--- src/rtl/decoder_pkg.sv ---
// Shared definitions for the decoder playout path: state encoding,
// default rates and the status record kept by the playout controller.
package decoder_pkg;

    // Playout FSM encoding; the numeric values are visible on the STATE port.
    typedef enum logic [1:0] {
        ST_IDLE    = 2'd0,
        ST_PREFILL = 2'd1,
        ST_PLAY    = 2'd2
    } play_state_e;

    // Defaults: 100 MHz ACLK, 16 kHz sample rate, 120 ms frames.
    localparam int DEF_DATA_WIDTH     = 16;
    localparam int DEF_TICK_DIV       = 6250;
    localparam int DEF_PREFILL_TICKS  = 4;
    localparam int DEF_FRAME_LEN      = 1920;
    localparam int DEF_UNDERRUN_LIMIT = 8;

    // Software-visible status, cleared as a unit by CLR_STATUS.
    typedef struct packed {
        logic [15:0] underrun_cnt;
        logic [15:0] frame_cnt;
        logic        frame_err;
        logic        overrun;
    } play_status_t;

    // Saturating increment for the underrun counter.
    function automatic logic [15:0] sat_inc16(input logic [15:0] v);
        return (v == 16'hFFFF) ? v : v + 16'd1;
    endfunction

endpackage

--- src/rtl/sample_tick_gen.sv ---
// Sample-period divider: counts 0..TICK_DIV-1 and pulses tick for one
// cycle on the terminal count. A synchronous clear holds it at zero so the
// first period after a restart is always a full TICK_DIV cycles long.
module sample_tick_gen
    import decoder_pkg::*;
#(
    parameter int TICK_DIV = DEF_TICK_DIV
) (
    input  logic ACLK,
    input  logic ARESET_N,
    input  logic clr,
    output logic tick
);

    localparam int CW = (TICK_DIV > 2) ? $clog2(TICK_DIV) : 1;
    localparam logic [CW-1:0] LAST_CNT = CW'(TICK_DIV - 1);

    logic [CW-1:0] cnt_q, cnt_d;

    // Next count: hold at zero while cleared, wrap on the terminal count.
    always_comb begin
        cnt_d = cnt_q;
        if (clr) begin
            cnt_d = '0;
        end else if (cnt_q == LAST_CNT) begin
            cnt_d = '0;
        end else begin
            cnt_d = cnt_q + CW'(1);
        end
    end

    // Divider register.
    always_ff @(posedge ACLK or negedge ARESET_N) begin
        if (!ARESET_N) begin
            cnt_q <= '0;
        end else begin
            cnt_q <= cnt_d;
        end
    end

    assign tick = !clr && (cnt_q == LAST_CNT);

endmodule

--- src/rtl/decoder_playout_ctrl.sv ---
// Playout controller: paces decoded samples out of the FWFT decoder FIFO at
// one sample per tick onto an AXI-Stream master. Handles prefill, silence
// insertion on underrun, back-pressure (lost ticks flag OVERRUN) and checks
// frame lengths against the FIFO LAST markers.
module decoder_playout_ctrl
    import decoder_pkg::*;
#(
    parameter int DATA_WIDTH     = DEF_DATA_WIDTH,
    parameter int TICK_DIV       = DEF_TICK_DIV,       // >= 2
    parameter int PREFILL_TICKS  = DEF_PREFILL_TICKS,  // >= 1
    parameter int FRAME_LEN      = DEF_FRAME_LEN,
    parameter int UNDERRUN_LIMIT = DEF_UNDERRUN_LIMIT  // >= 1
) (
    input  logic                  ACLK,
    input  logic                  ARESET_N,
    input  logic                  ENABLE,
    input  logic                  CLR_STATUS,
    input  logic                  FIFO_EMPTY,
    input  logic [DATA_WIDTH-1:0] FIFO_DATA,
    input  logic                  FIFO_LAST,
    output logic                  FIFO_RD_EN,
    output logic [DATA_WIDTH-1:0] M_TDATA,
    output logic                  M_TVALID,
    input  logic                  M_TREADY,
    output logic                  M_TLAST,
    output logic [1:0]            STATE,
    output logic [15:0]           UNDERRUN_CNT,
    output logic [15:0]           FRAME_CNT,
    output logic                  FRAME_ERR,
    output logic                  OVERRUN
);

    // Prefill counter only needs to reach PREFILL_TICKS-1.
    localparam int PW = (PREFILL_TICKS > 1) ? $clog2(PREFILL_TICKS) : 1;
    // Consecutive-underrun and frame-sample counters must hold their limit.
    localparam int UW = $clog2(UNDERRUN_LIMIT + 1);
    localparam int SW = $clog2(FRAME_LEN + 1);

    play_state_e state_q, state_d;

    logic [PW-1:0]         prefill_cnt_q, prefill_cnt_d;
    logic [UW-1:0]         consec_q, consec_d;
    logic [SW-1:0]         smp_q, smp_d;
    logic [DATA_WIDTH-1:0] m_tdata_q, m_tdata_d;
    logic                  m_tvalid_q, m_tvalid_d;
    logic                  m_tlast_q, m_tlast_d;
    play_status_t          status_q, status_d;

    logic          tick, tick_clr;
    logic          slot_free, play_tick;
    logic          pop, fill_silence, overrun_ev, underrun_hit;
    logic          prefill_done;
    logic [UW-1:0] consec_inc;
    logic [SW-1:0] smp_inc;

    // Sample-rate divider; held cleared in IDLE so it restarts on exit.
    sample_tick_gen #(
        .TICK_DIV (TICK_DIV)
    ) u_tick (
        .ACLK     (ACLK),
        .ARESET_N (ARESET_N),
        .clr      (tick_clr),
        .tick     (tick)
    );

    assign slot_free    = !m_tvalid_q || M_TREADY;
    assign consec_inc   = consec_q + UW'(1);
    assign smp_inc      = smp_q + SW'(1);
    assign prefill_done = (prefill_cnt_q == PW'(PREFILL_TICKS - 1));

    // FSM state register.
    always_ff @(posedge ACLK or negedge ARESET_N) begin
        if (!ARESET_N) begin
            state_q <= ST_IDLE;
        end else begin
            state_q <= state_d;
        end
    end

    // FSM next state: dropping ENABLE always returns to IDLE at once; a run
    // of UNDERRUN_LIMIT silent ticks abandons playback.
    always_comb begin
        state_d = state_q;
        case (state_q)
            ST_IDLE: begin
                if (ENABLE && !FIFO_EMPTY) state_d = ST_PREFILL;
            end
            ST_PREFILL: begin
                if (!ENABLE)                   state_d = ST_IDLE;
                else if (tick && prefill_done) state_d = ST_PLAY;
            end
            ST_PLAY: begin
                if (!ENABLE || underrun_hit) state_d = ST_IDLE;
            end
            default: state_d = ST_IDLE;
        endcase
    end

    // FSM outputs: per-tick decision between pop, silence and lost tick.
    always_comb begin
        tick_clr     = (state_q == ST_IDLE);
        play_tick    = (state_q == ST_PLAY) && tick;
        pop          = play_tick && slot_free && !FIFO_EMPTY;
        fill_silence = play_tick && slot_free && FIFO_EMPTY;
        overrun_ev   = play_tick && !slot_free;
        underrun_hit = fill_silence && (consec_inc == UW'(UNDERRUN_LIMIT));
    end

    // Prefill tick count and consecutive-underrun run length.
    always_comb begin
        prefill_cnt_d = prefill_cnt_q;
        consec_d      = consec_q;
        if (state_q != ST_PREFILL)  prefill_cnt_d = '0;
        else if (tick)              prefill_cnt_d = prefill_cnt_q + PW'(1);
        if (state_q != ST_PLAY)     consec_d = '0;
        else if (pop)               consec_d = '0;
        else if (fill_silence)      consec_d = consec_inc;
    end

    // Output beat: load on pop or silence; valid only drops on handshake.
    always_comb begin
        m_tdata_d  = m_tdata_q;
        m_tlast_d  = m_tlast_q;
        m_tvalid_d = m_tvalid_q;
        if (pop) begin
            m_tdata_d  = FIFO_DATA;
            m_tlast_d  = FIFO_LAST;
            m_tvalid_d = 1'b1;
        end else if (fill_silence) begin
            m_tdata_d  = '0;
            m_tlast_d  = 1'b0;
            m_tvalid_d = 1'b1;
        end else if (M_TREADY) begin
            m_tvalid_d = 1'b0;
        end
    end

    // Frame-length check on popped words and status updates; a clear
    // overrides any same-cycle increment but leaves the sample count alone.
    always_comb begin
        smp_d    = smp_q;
        status_d = status_q;
        if (pop) begin
            if (FIFO_LAST) begin
                status_d.frame_cnt = status_q.frame_cnt + 16'd1;
                if (smp_inc != SW'(FRAME_LEN)) status_d.frame_err = 1'b1;
                smp_d = '0;
            end else if (smp_inc == SW'(FRAME_LEN)) begin
                // Missing LAST: flag and resync on the expected boundary.
                status_d.frame_err = 1'b1;
                smp_d = '0;
            end else begin
                smp_d = smp_inc;
            end
        end
        if (fill_silence) status_d.underrun_cnt = sat_inc16(status_q.underrun_cnt);
        if (overrun_ev)   status_d.overrun = 1'b1;
        if (CLR_STATUS)   status_d = '0;
    end

    // Datapath and status registers.
    always_ff @(posedge ACLK or negedge ARESET_N) begin
        if (!ARESET_N) begin
            prefill_cnt_q <= '0;
            consec_q      <= '0;
            smp_q         <= '0;
            m_tdata_q     <= '0;
            m_tvalid_q    <= 1'b0;
            m_tlast_q     <= 1'b0;
            status_q      <= '0;
        end else begin
            prefill_cnt_q <= prefill_cnt_d;
            consec_q      <= consec_d;
            smp_q         <= smp_d;
            m_tdata_q     <= m_tdata_d;
            m_tvalid_q    <= m_tvalid_d;
            m_tlast_q     <= m_tlast_d;
            status_q      <= status_d;
        end
    end

    assign FIFO_RD_EN   = pop;
    assign M_TDATA      = m_tdata_q;
    assign M_TVALID     = m_tvalid_q;
    assign M_TLAST      = m_tlast_q;
    assign STATE        = state_q;
    assign UNDERRUN_CNT = status_q.underrun_cnt;
    assign FRAME_CNT    = status_q.frame_cnt;
    assign FRAME_ERR    = status_q.frame_err;
    assign OVERRUN      = status_q.overrun;

endmodule

--- config.mk ---
export PLATFORM = sky130hd
export DESIGN_NAME = decoder_playout_ctrl
export DESIGN_NICKNAME = d
export VERILOG_FILES = /design/src/rtl/decoder_pkg.sv /design/src/rtl/sample_tick_gen.sv /design/src/rtl/decoder_playout_ctrl.sv
export SDC_FILE = /design/constraint.sdc
export NUM_CORES = 1
export LEC_CHECK = 0
export BUFFER_PORTS_ARGS = -buffer_cell sky130_fd_sc_hd__buf_4
export CAP_MARGIN = 20
export CORE_MARGIN = 1.5
export CORE_UTILIZATION = 45
export CTS_CLUSTER_DIAMETER = 120
export DETAILED_ROUTE_END_ITERATION = 10
export GPL_ROUTABILITY_DRIVEN = 1
export PLACE_DENSITY_LB_ADDON = 0.08
export SLEW_MARGIN = 20
export SYNTH_ARGS = -nofsm -noshare
export SYNTH_HDL_FRONTEND = slang
export SYNTH_HIERARCHICAL = 1
export SYNTH_SLANG_ARGS = --single-unit
--- constraint.sdc ---
create_clock -name ACLK -period 3.3 [get_ports ACLK]
set_input_delay 0.495 -clock ACLK [delete_from_list [all_inputs] [get_ports ACLK]]
set_output_delay 0.495 -clock ACLK [all_outputs]
set_load 0.01 [all_outputs]
======== Word-level counts from Yosys, hierarchy flattened ========
Cells that the tools add are included.
W data, S select, Z words.
storage, ports and cells
  bits in registers ....................... 84
  input port bits ......................... 23
  logic and storage cells ................. 93
operators by class
  $add $sub $neg .......................... 6
  equal/unequal tests ..................... 15
  multiplexer cells ....................... 30
  reductions and logical operators ........ 30
operators by type and width
  kind                     count
  $mux W16                 5
  $mux W34                 1
  $add A16 B1 Y16 const B  2
  $mux W13                 2
  $mux W11                 2
  $mux W17                 1
  $eq A16 B16 Y1 const B   1
  $add A13 B1 Y13 const B  1
  $eq A13 B13 Y1 const B   1
  $mux W2                  6
  $mux W4                  3
  $reduce_bool A2 Y1       6
  $add A11 B1 Y11 const B  1
  $eq A11 B11 Y1 const B   1
  $ne A11 B11 Y1 const B   1
  $logic_and A1 B1 Y1      9
  $mux W1                  9
  $reduce_bool A3 Y1       3
  $ne A2 B2 Y1 const B     4
  $pmux W2 S3              1
  $reduce_and A3 Y1        2
  $logic_not A1 Y1         5
  $add A4 B1 Y4 const B    1
  $eq A2 B2 Y1 const B     2
  9 further kinds          11

======== Logic depth before layout (Yosys ltp) ========
Gate-level depths: netlist of run 1.
  depth after elaboration ................. 10
  depth in mapped cells ................... 12
  gate-level depth less buffers ........... 11

======== Modules after synthesis ========
The synthesis of run 1 kept the hierarchy.
modules (own cells, without submodules)
  module                instances  cells an instance  area an instance (um^2)  seq. area each (um^2)
  decoder_playout_ctrl  1          393                3674.8                   1776.7
  sample_tick_gen       1          71                 685.7                    325.3

======== Least setup slack after synthesis of run 1 ========
Ideal clock, no wire load.
  kind .................................... flip-flop to flip-flop
  start point ............................. reg u_tick.cnt_q[1]
  end point ............................... reg status_q (netlist bit UNDERRUN_CNT[12])
  arrival ................................. 2.334 ns
  data required time ...................... 3.168 ns
  setup slack ............................. 0.834 ns
  cell stages (with the launch flop) ...... 12
  buffers on the path ..................... 1
  clock period less this slack ............ 2.466 ns
  cell sequence ........................... dfrtp_1 > inv_1 > ha_1 > and4b_2 > nand4_1 > nor2_1 > and3b_1 > buf_2 > nand3_1 > or4_1 > xor2_1 > nor2_1
between the ends
  word-level cells in the longest chain between the ends .. 7
ends and longest elaborated chain
  item                              RTL line                     source
  from (decl)                       sample_tick_gen.sv:18        logic [CW-1:0] cnt_q, cnt_d;
  from (signal assigned)            sample_tick_gen.sv:37        cnt_q <= cnt_d;
  $eq A13 B13 Y1                    sample_tick_gen.sv:41        assign tick = !clr && (cnt_q == LAST_CNT);
  $logic_and A1 B1 Y1               sample_tick_gen.sv:41
  named net tick                    decoder_playout_ctrl.sv:49   logic tick, tick_clr;
  $logic_and A1 B1 Y1               decoder_playout_ctrl.sv:102  play_tick = (state_q == ST_PLAY) && tick;
  $logic_and A1 B1 Y1 (2 in a row)  decoder_playout_ctrl.sv:104  fill_silence = play_tick && slot_free && FIFO_EMPTY;
  $reduce_bool A2 Y1 (no line)      n/a
  $reduce_and A2 Y1 (no line)       n/a
  to (signal assigned)              decoder_playout_ctrl.sv:178  status_q <= status_d;
  to (decl)                         decoder_playout_ctrl.sv:47   play_status_t status_q, status_d;
The timed path passes the listed nets, and every way through them passes these cells.
A chain may end at the register's enable or synchronous reset.

======== Worst setup path after layout of run 1 ========
  start point ............................. reg u_tick.cnt_q[7]
  end point ............................... out FIFO_RD_EN
between the ends
  word-level cells in the longest chain between the ends .. 5
ends and longest elaborated chain
  item                              RTL line                     source
  $eq A13 B13 Y1                    sample_tick_gen.sv:41
  $logic_and A1 B1 Y1               sample_tick_gen.sv:41
  named net tick                    decoder_playout_ctrl.sv:49
  $logic_and A1 B1 Y1               decoder_playout_ctrl.sv:102
  $logic_and A1 B1 Y1 (2 in a row)  decoder_playout_ctrl.sv:103  pop = play_tick && slot_free && !FIFO_EMPTY;
  to (decl)                         decoder_playout_ctrl.sv:21   output logic FIFO_RD_EN,
The timed path passes the listed nets, and every way through them passes these cells.

==> results of run 1 <==
==> power groups by stage <==
stage / Sequential, uW / Combinational (uW) / Clock [uW]
2_1_floorplan: 1060 / 32.7 / 0
3_3_place_gp: 1060 / 79.4 / 0
3_5_place_dp: 1060 / 79.6 / 0
4_1_cts: 1040 / 80.0 / 851
5_1_grt: 1040 / 89.7 / 888
6_report: 1040 / 77.4 / 821
==> worst paths after layout <==
path	cells past startpoint	startpoint	end
worst min register to register	2	M_TLAST$_DFFE_PN0P_	M_TLAST$_DFFE_PN0P_
min in group ACLK	2	ENABLE	STATE[1]$_DFFE_PN0P_
worst max register to register	8	u_tick/cnt_q[7]$_DFF_PN0_	FRAME_CNT[11]$_DFFE_PN0P_
worst max-delay path	7	u_tick/cnt_q[7]$_DFF_PN0_	FIFO_RD_EN
worst min-delay path	1	ARESET_N	M_TDATA[7]$_DFFE_PN0P_
max in group asynchronous	1	ARESET_N	OVERRUN$_DFFE_PN0P_
==> cell type report <==
class	count	area, sq um	share of cell area, %
repair buffers	81	612	11.6
flip-flops and latches	84	2100	39.9
inverters	13	52.6	0.998
well taps	129	161	3.06
clock inverters	6	87.6	1.66
multi-input cells	346	2110	40.1
clock buffers	10	138	2.61
==> routing by layer <==
metal	up-vias	global-route usage [%]
li1	1801	-
met1	1730	27.5
met2	62	33.2
met3	6	3.24
met4	0	6.62
met5	-	0
==> metrics by stage <==
stage          util (%)  instance area, sq um  total power (uW)
5_1_grt            56.5                  5270              2020
2_1_floorplan         -                  4360              1090
6_report           56.5                  5270              1940
3_5_place_dp       53.9                  5020              1140
4_1_cts            56.3                  5250              1970
3_3_place_gp       53.9                  5020              1140
==> flip-flops by register name (all words and copies together), names as in the netlist <==
register	flops
smp_q	11
consec_q	4
u_tick/cnt_q	13
OVERRUN	1
STATE	2
UNDERRUN_CNT	16
prefill_cnt_q	2
FRAME_CNT	16
M_TDATA	16
M_TVALID	1
M_TLAST	1
FRAME_ERR	1
==> worst max-delay path, delay by kind of cell, from the launching register on <==
| family | cells | cell delay (ns) |
|---|---|---|
| DFF | 1 | 0.42 |
| and+or+nand+nor | 5 | 1.40 |
| buffers and inverters | 2 | 0.41 |
==> cell usage after synthesis, drive strengths merged, types with 4 or more instances <==
cell type	n
a211oi	4
a21oi	21
and2	4
and3	7
and4	4
buf	9
clkbuf	12
dfrtp	84
ha	8
inv	12
nand2	55
nand2b	6
nand3	27
nand4	21
nor2	49
nor3	8
nor4	9
o211ai	5
o21ai	28
o31ai	6
or3	9
or4	9
xnor2	16
xor2	19
==> cell families (layout without fill, tap and decap cells) <==
kind of cell	after synthesis	count (layout)	share of synthesized area [%]
buf+inv	34	110	3.67
simple gates	218	218	25.8
xor+xnor	35	35	7.03
compound gates	81	81	11.9
mux	4	4	1.03
flops	84	84	48.2
fa+ha+maj	8	8	2.30
==> impl_metrics.yaml, run 1 <==
synthesis:
  yosys.area.top_type: "dfrtp_1"
  synth.net_count: 495
  ys_ff_latch: 84
  synth_area_sq_um: 4360
  async_flop_share_pct: 100
  ys_warn_count: 6
  seq_area_frac_synth_pct: 48.2
  synth_top_area_share_pct: 48.2
  avgSynthCellArea_sq_um: 9.40
  synth-edff-count: 0
  synth_ff_type: "dfrtp_1"
  yosysUniqueCellTypes: 59
  netlist_instances: 464
  ys_top_cells_by_area: "dfrtp_1 (48%), nand2_1 (4.7%), nor2_1 (4.2%)"
finish:
  n_antenna_cell: 0
  final_common_cell: "dfrtp_1"
  fill_cells: 874
  drive_gt1_share_pct: 21.1
  final_cell_mix: "dfrtp_1 (84), buf_4 (80), nand2_1 (55)"
  syn2layout_area_growth_pct: 20.8
  final_cells: 669
  finalNetCount: 566
sta:
  rsz0062_at_grt: "false"
  slew_violations: 0
  layout_min_cycle_time_ns: 3.07
  maxSlewHeadroom_pct: 49.5
  setup_violations: 0
  fin_skew_ns: 0.0144
  worst_slew_pin_slew_ns: 0.758
  finalSetupTns_ns: 0
  holdWs_ns: 0.181
  setup_ws_ns: 0.229
  max_clock_freq_mhz: 326
  final_hold_viol_count: 0
  post-route-period-util_pct: 93.1
detailed_routing:
  ant_nets: 0
  drc: 0
  vias: 3599
  routed-wl-met3_um: 341
  topRoutingLayerUsed: "met4"
  drt-initial-drc-count: 142
  met2_length_mm: 4.66
  viasPerCell: 5.38
  dr.pass1.iters: 4
  wl_per_cell_um: 14.3
  wl_met1_mm: 4.49
  drt_wl_total_mm: 9.58
run_status:
  status: "finished, final reports clean"
placed_design:
  place_worst_setup_slack_ns: 0.385
  io_buffers: 77
  place_hpwl_mm: 6.55
  dp.cells: 653
  routabilityCongestion: 0.815
critical_path:
  critical_path_class: "register to primary output"
  cp_max_fo: 10
  cp-end-kind: "primary output"
  path_cells: "nor4b_1, nand4_1, nor2_2, and3b_2, nand3_2, clkinvlp_4, buf_4"
  r2r_slack_ns: 0.53
  crit_path_start_kind: "register"
  critPathSlowestCell: "nor4b_1"
  crit_required_ns: 2.80
  arrival_ns: 2.58
  slowest_delay_ns: 0.44
flow_run:
  max_cap_viol_count: 0
clock_tree:
  clkLatencyLatePin_ns: 0.35
  cts_sinks: 84
  clk_pin_slew_ns: 0.09
  holdBufCountCts: 0
  cts_root_buf: "clkbuf_8"
  cts_tree: "yes"
  postCtsResizedCells: 1
  numCtsBuffers: 9
  h-tree-depth: 3
  clk_path_buf_depth: 2
  cts_setup_buffers: 0
grt:
  antenna_found_initial: 0
  track_usage_pct: 20.2
  grt_overflow: 0
  grt_pass1_vias: 3399
  grt_start_max_net_pins: 85
  grt_pass1_wl_mm: 16.5
floorplan:
  die_area_sq_um: 10300
  die_h_um: 101
  start_util_pct: 46.7
  pin_count: 78
  die_x_um: 101
  row_count: 35
  core_area_sq_um: 9330
pwr:
  leakage_uw: 0.00232
  ir_worst_vdd_mv: 0.236
  seq_power_share_pct: 53.6
  p_per_area_nw_per_um2: 368
  sw_frac_of_total_pct: 22.2
  p_clk_share_pct: 42.4
  p_switching_uw: 431
  comb_power_share_pct: 4.0
  p_int_uw: 1510
min_path:
  hold_path.class: "input pin to async pin"
No activity file was read; power rests on OpenSTA's default activity.
==> run 2, diff against run 1 <==
--- a/config.mk
+++ b/config.mk
@@ -12,7 +12,7 @@
 export CTS_CLUSTER_DIAMETER = 120
 export DETAILED_ROUTE_END_ITERATION = 10
 export GPL_ROUTABILITY_DRIVEN = 1
-export PLACE_DENSITY_LB_ADDON = 0.08
+export PLACE_DENSITY = 0.76
 export SLEW_MARGIN = 20
 export SYNTH_ARGS = -nofsm -noshare
 export SYNTH_HDL_FRONTEND = slang
==> run 2 against run 1 <==
Die area is the same. Cell count is 0.30% higher. Sequential share of layout area about the same. Utilization barely moved. Critical path depth rose by 2. Clock skew down 0.0047 ns. Hold slack got worse by 0.0080 ns. Flip-flop and latch count stayed put. Via count is 3.0% higher. Combinational power rose by 0.5%. Routed wire length rose by 0.99%. Non-clock buffer count grew 2. Critical path type unchanged. Largest power group unchanged.
==> impl_metrics.yaml, run 2 (synthesized netlist as in run 1, its figures left out) <==
run_status:
  status: "finished, final reports clean"
finish:
  drive_gt1_share_pct: 21.2
  final_common_cell: "dfrtp_1"
  final_cells: 671
  syn2layout_area_growth_pct: 20.7
  final_cell_mix: "dfrtp_1 (84), buf_4 (82), nand2_1 (55)"
  fin_area_sq_um: 5270
  finalNetCount: 568
  n_antenna_cell: 0
  fin_util_pct: 56.4
clock_tree:
  numCtsBuffers: 9
  cts_sinks: 84
  cts_root_buf: "clkbuf_8"
  holdBufCountCts: 0
  clkLatencyLatePin_ns: 0.35
  clk_pin_slew_ns: 0.09
  clk_path_buf_depth: 2
  h-tree-depth: 3
  cts_tree: "yes"
grt:
  grt_pass1_vias: 3503
  use_met1_pct: 25.9
  grt_start_max_net_pins: 85
  track_usage_pct: 19.5
  antenna_found_initial: 0
  use_met3_pct: 4.00
  grt_overflow: 0
  grt_pass1_wl_mm: 15.9
  grt_use_met2_pct: 31.4
  busiest_layer: "met2"
sta:
  max_clock_freq_mhz: 336
  fin_skew_ns: 0.00977
  slew_violations: 0
  maxSlewHeadroom_pct: 49.9
  finalSetupTns_ns: 0
  rsz0062_at_grt: "false"
  post-route-period-util_pct: 90.2
  setup_violations: 0
  final_hold_viol_count: 0
  layout_min_cycle_time_ns: 2.98
  worst_slew_pin_slew_ns: 0.745
pwr:
  p_total_uw: 1880
  ir_worst_vdd_mv: 0.215
  p_int_uw: 1440
  p_per_area_nw_per_um2: 357
  sw_frac_of_total_pct: 23.6
  comb_power_share_pct: 4.1
  seq_power_share_pct: 55.3
  p_clk_share_pct: 40.6
  leakage_uw: 0.00232
  p_switching_uw: 444
critical_path:
  slowest_delay_ns: 0.44
  cp_max_fo: 9
  cp-end-kind: "primary output"
  crit_path_start_kind: "register"
  crit_required_ns: 2.80
  path_cells: "inv_1, ha_1, and4b_2, nand4_1, nor2_2, and3b_1, nand3_2, clkinvlp_4, buf_4"
  critical_path_class: "register to primary output"
  arrival_ns: 2.48
  critPathSlowestCell: "dfrtp_1"
detailed_routing:
  ant_nets: 0
  viasPerCell: 5.52
  drt-initial-drc-count: 155
  dr.pass1.iters: 4
  wl_per_cell_um: 14.4
  drt_wl_total_mm: 9.67
  drc: 0
  vias: 3706
floorplan:
  row_count: 35
  die_x_um: 101
  die_h_um: 101
  start_util_pct: 46.7
  core_area_sq_um: 9330
  pin_count: 78
  die_area_sq_um: 10300
placed_design:
  io_buffers: 77
  place_hpwl_mm: 6.79
  dpl_cell_area_sq_um: 5020
  routabilityCongestion: 0.872
  dp.cells: 653
flow_run:
  max_cap_viol_count: 0
min_path:
  hold_path.class: "input pin to async pin"
## run 2: changes by cell type in the layout (fill, tap and decap cells not counted)
cell / before / now
bufinv_16: 2 / 1
clkinv_4: 2 / 3
and3b_1: 0 / 1
clkinv_2: 2 / 0
clkinvlp_4: 1 / 2
buf_4: 80 / 82
and3b_2: 1 / 0
inv_6: 0 / 1
## run 2: area by class of cell
cell class,instances,area [sq um]
Inverter,13,52.6
Timing Repair Buffer,83,627
Multi-Input combinational cell,346,2110
Sequential cell,84,2100
Clock inverter,6,72.6
Fill cell,842,4060
Tap cell,129,161
Clock buffer,10,138
## run 2: critical path: cells and delay by family (launching register included)
kind | cells | cell delay [ns]
buffers and inverters | 3 | 0.43
DFF | 1 | 0.44
and+or+nand+nor | 5 | 1.12
adders and majority gates | 1 | 0.13
## run 2: final timing paths
kind	start	slack (ns)	cells past startpoint	end
worst max-delay path	u_tick/cnt_q[1]$_DFF_PN0_	0.32	9	FIFO_RD_EN
worst min-delay path	ARESET_N	0.17	1	M_TDATA[7]$_DFFE_PN0P_
worst max register to register	u_tick/cnt_q[1]$_DFF_PN0_	0.55	10	UNDERRUN_CNT[6]$_DFFE_PN0P_
worst min register to register	M_TDATA[5]$_DFFE_PN0P_	0.49	2	M_TDATA[5]$_DFFE_PN0P_
max in group asynchronous	ARESET_N	2.62	1	FRAME_CNT[14]$_DFFE_PN0P_
min in group ACLK	ENABLE	0.39	2	STATE[1]$_DFFE_PN0P_
## run 2: power by group through the flow
stage / clock, uW / sequential (uW) / combinational, uW
4_1_cts: 783 / 1040 / 79.2
6_report: 763 / 1040 / 77.8
2_1_floorplan: 0 / 1060 / 32.7
3_3_place_gp: 0 / 1060 / 77.2
5_1_grt: 825 / 1040 / 88.8
3_5_place_dp: 0 / 1060 / 78.9
## run 2: repair_timing
item / 4_1_cts / 5_1_grt
setup endpoints to repair: 0 / 1
setup buffers: 0 / 2
gates resized for setup: 0 / 3
## run 2: layer usage
layer	routed length, um	vias up	share of wire, %
met2	4580	101	47
met4	188	0	1.9
met5	0	-	0
li1	-	1815	-
met3	484	14	5.0
met1	4420	1776	46
## run 2: stage by stage
stage                     worst slack (ns)  hold WS [ns]
after global placement               0.536         0.464
after floorplan                      0.834         0.199
after CTS                           0.0547         0.350
after global routing                0.0626         0.221
final                                0.322         0.173
after detailed placement             0.450         0.473
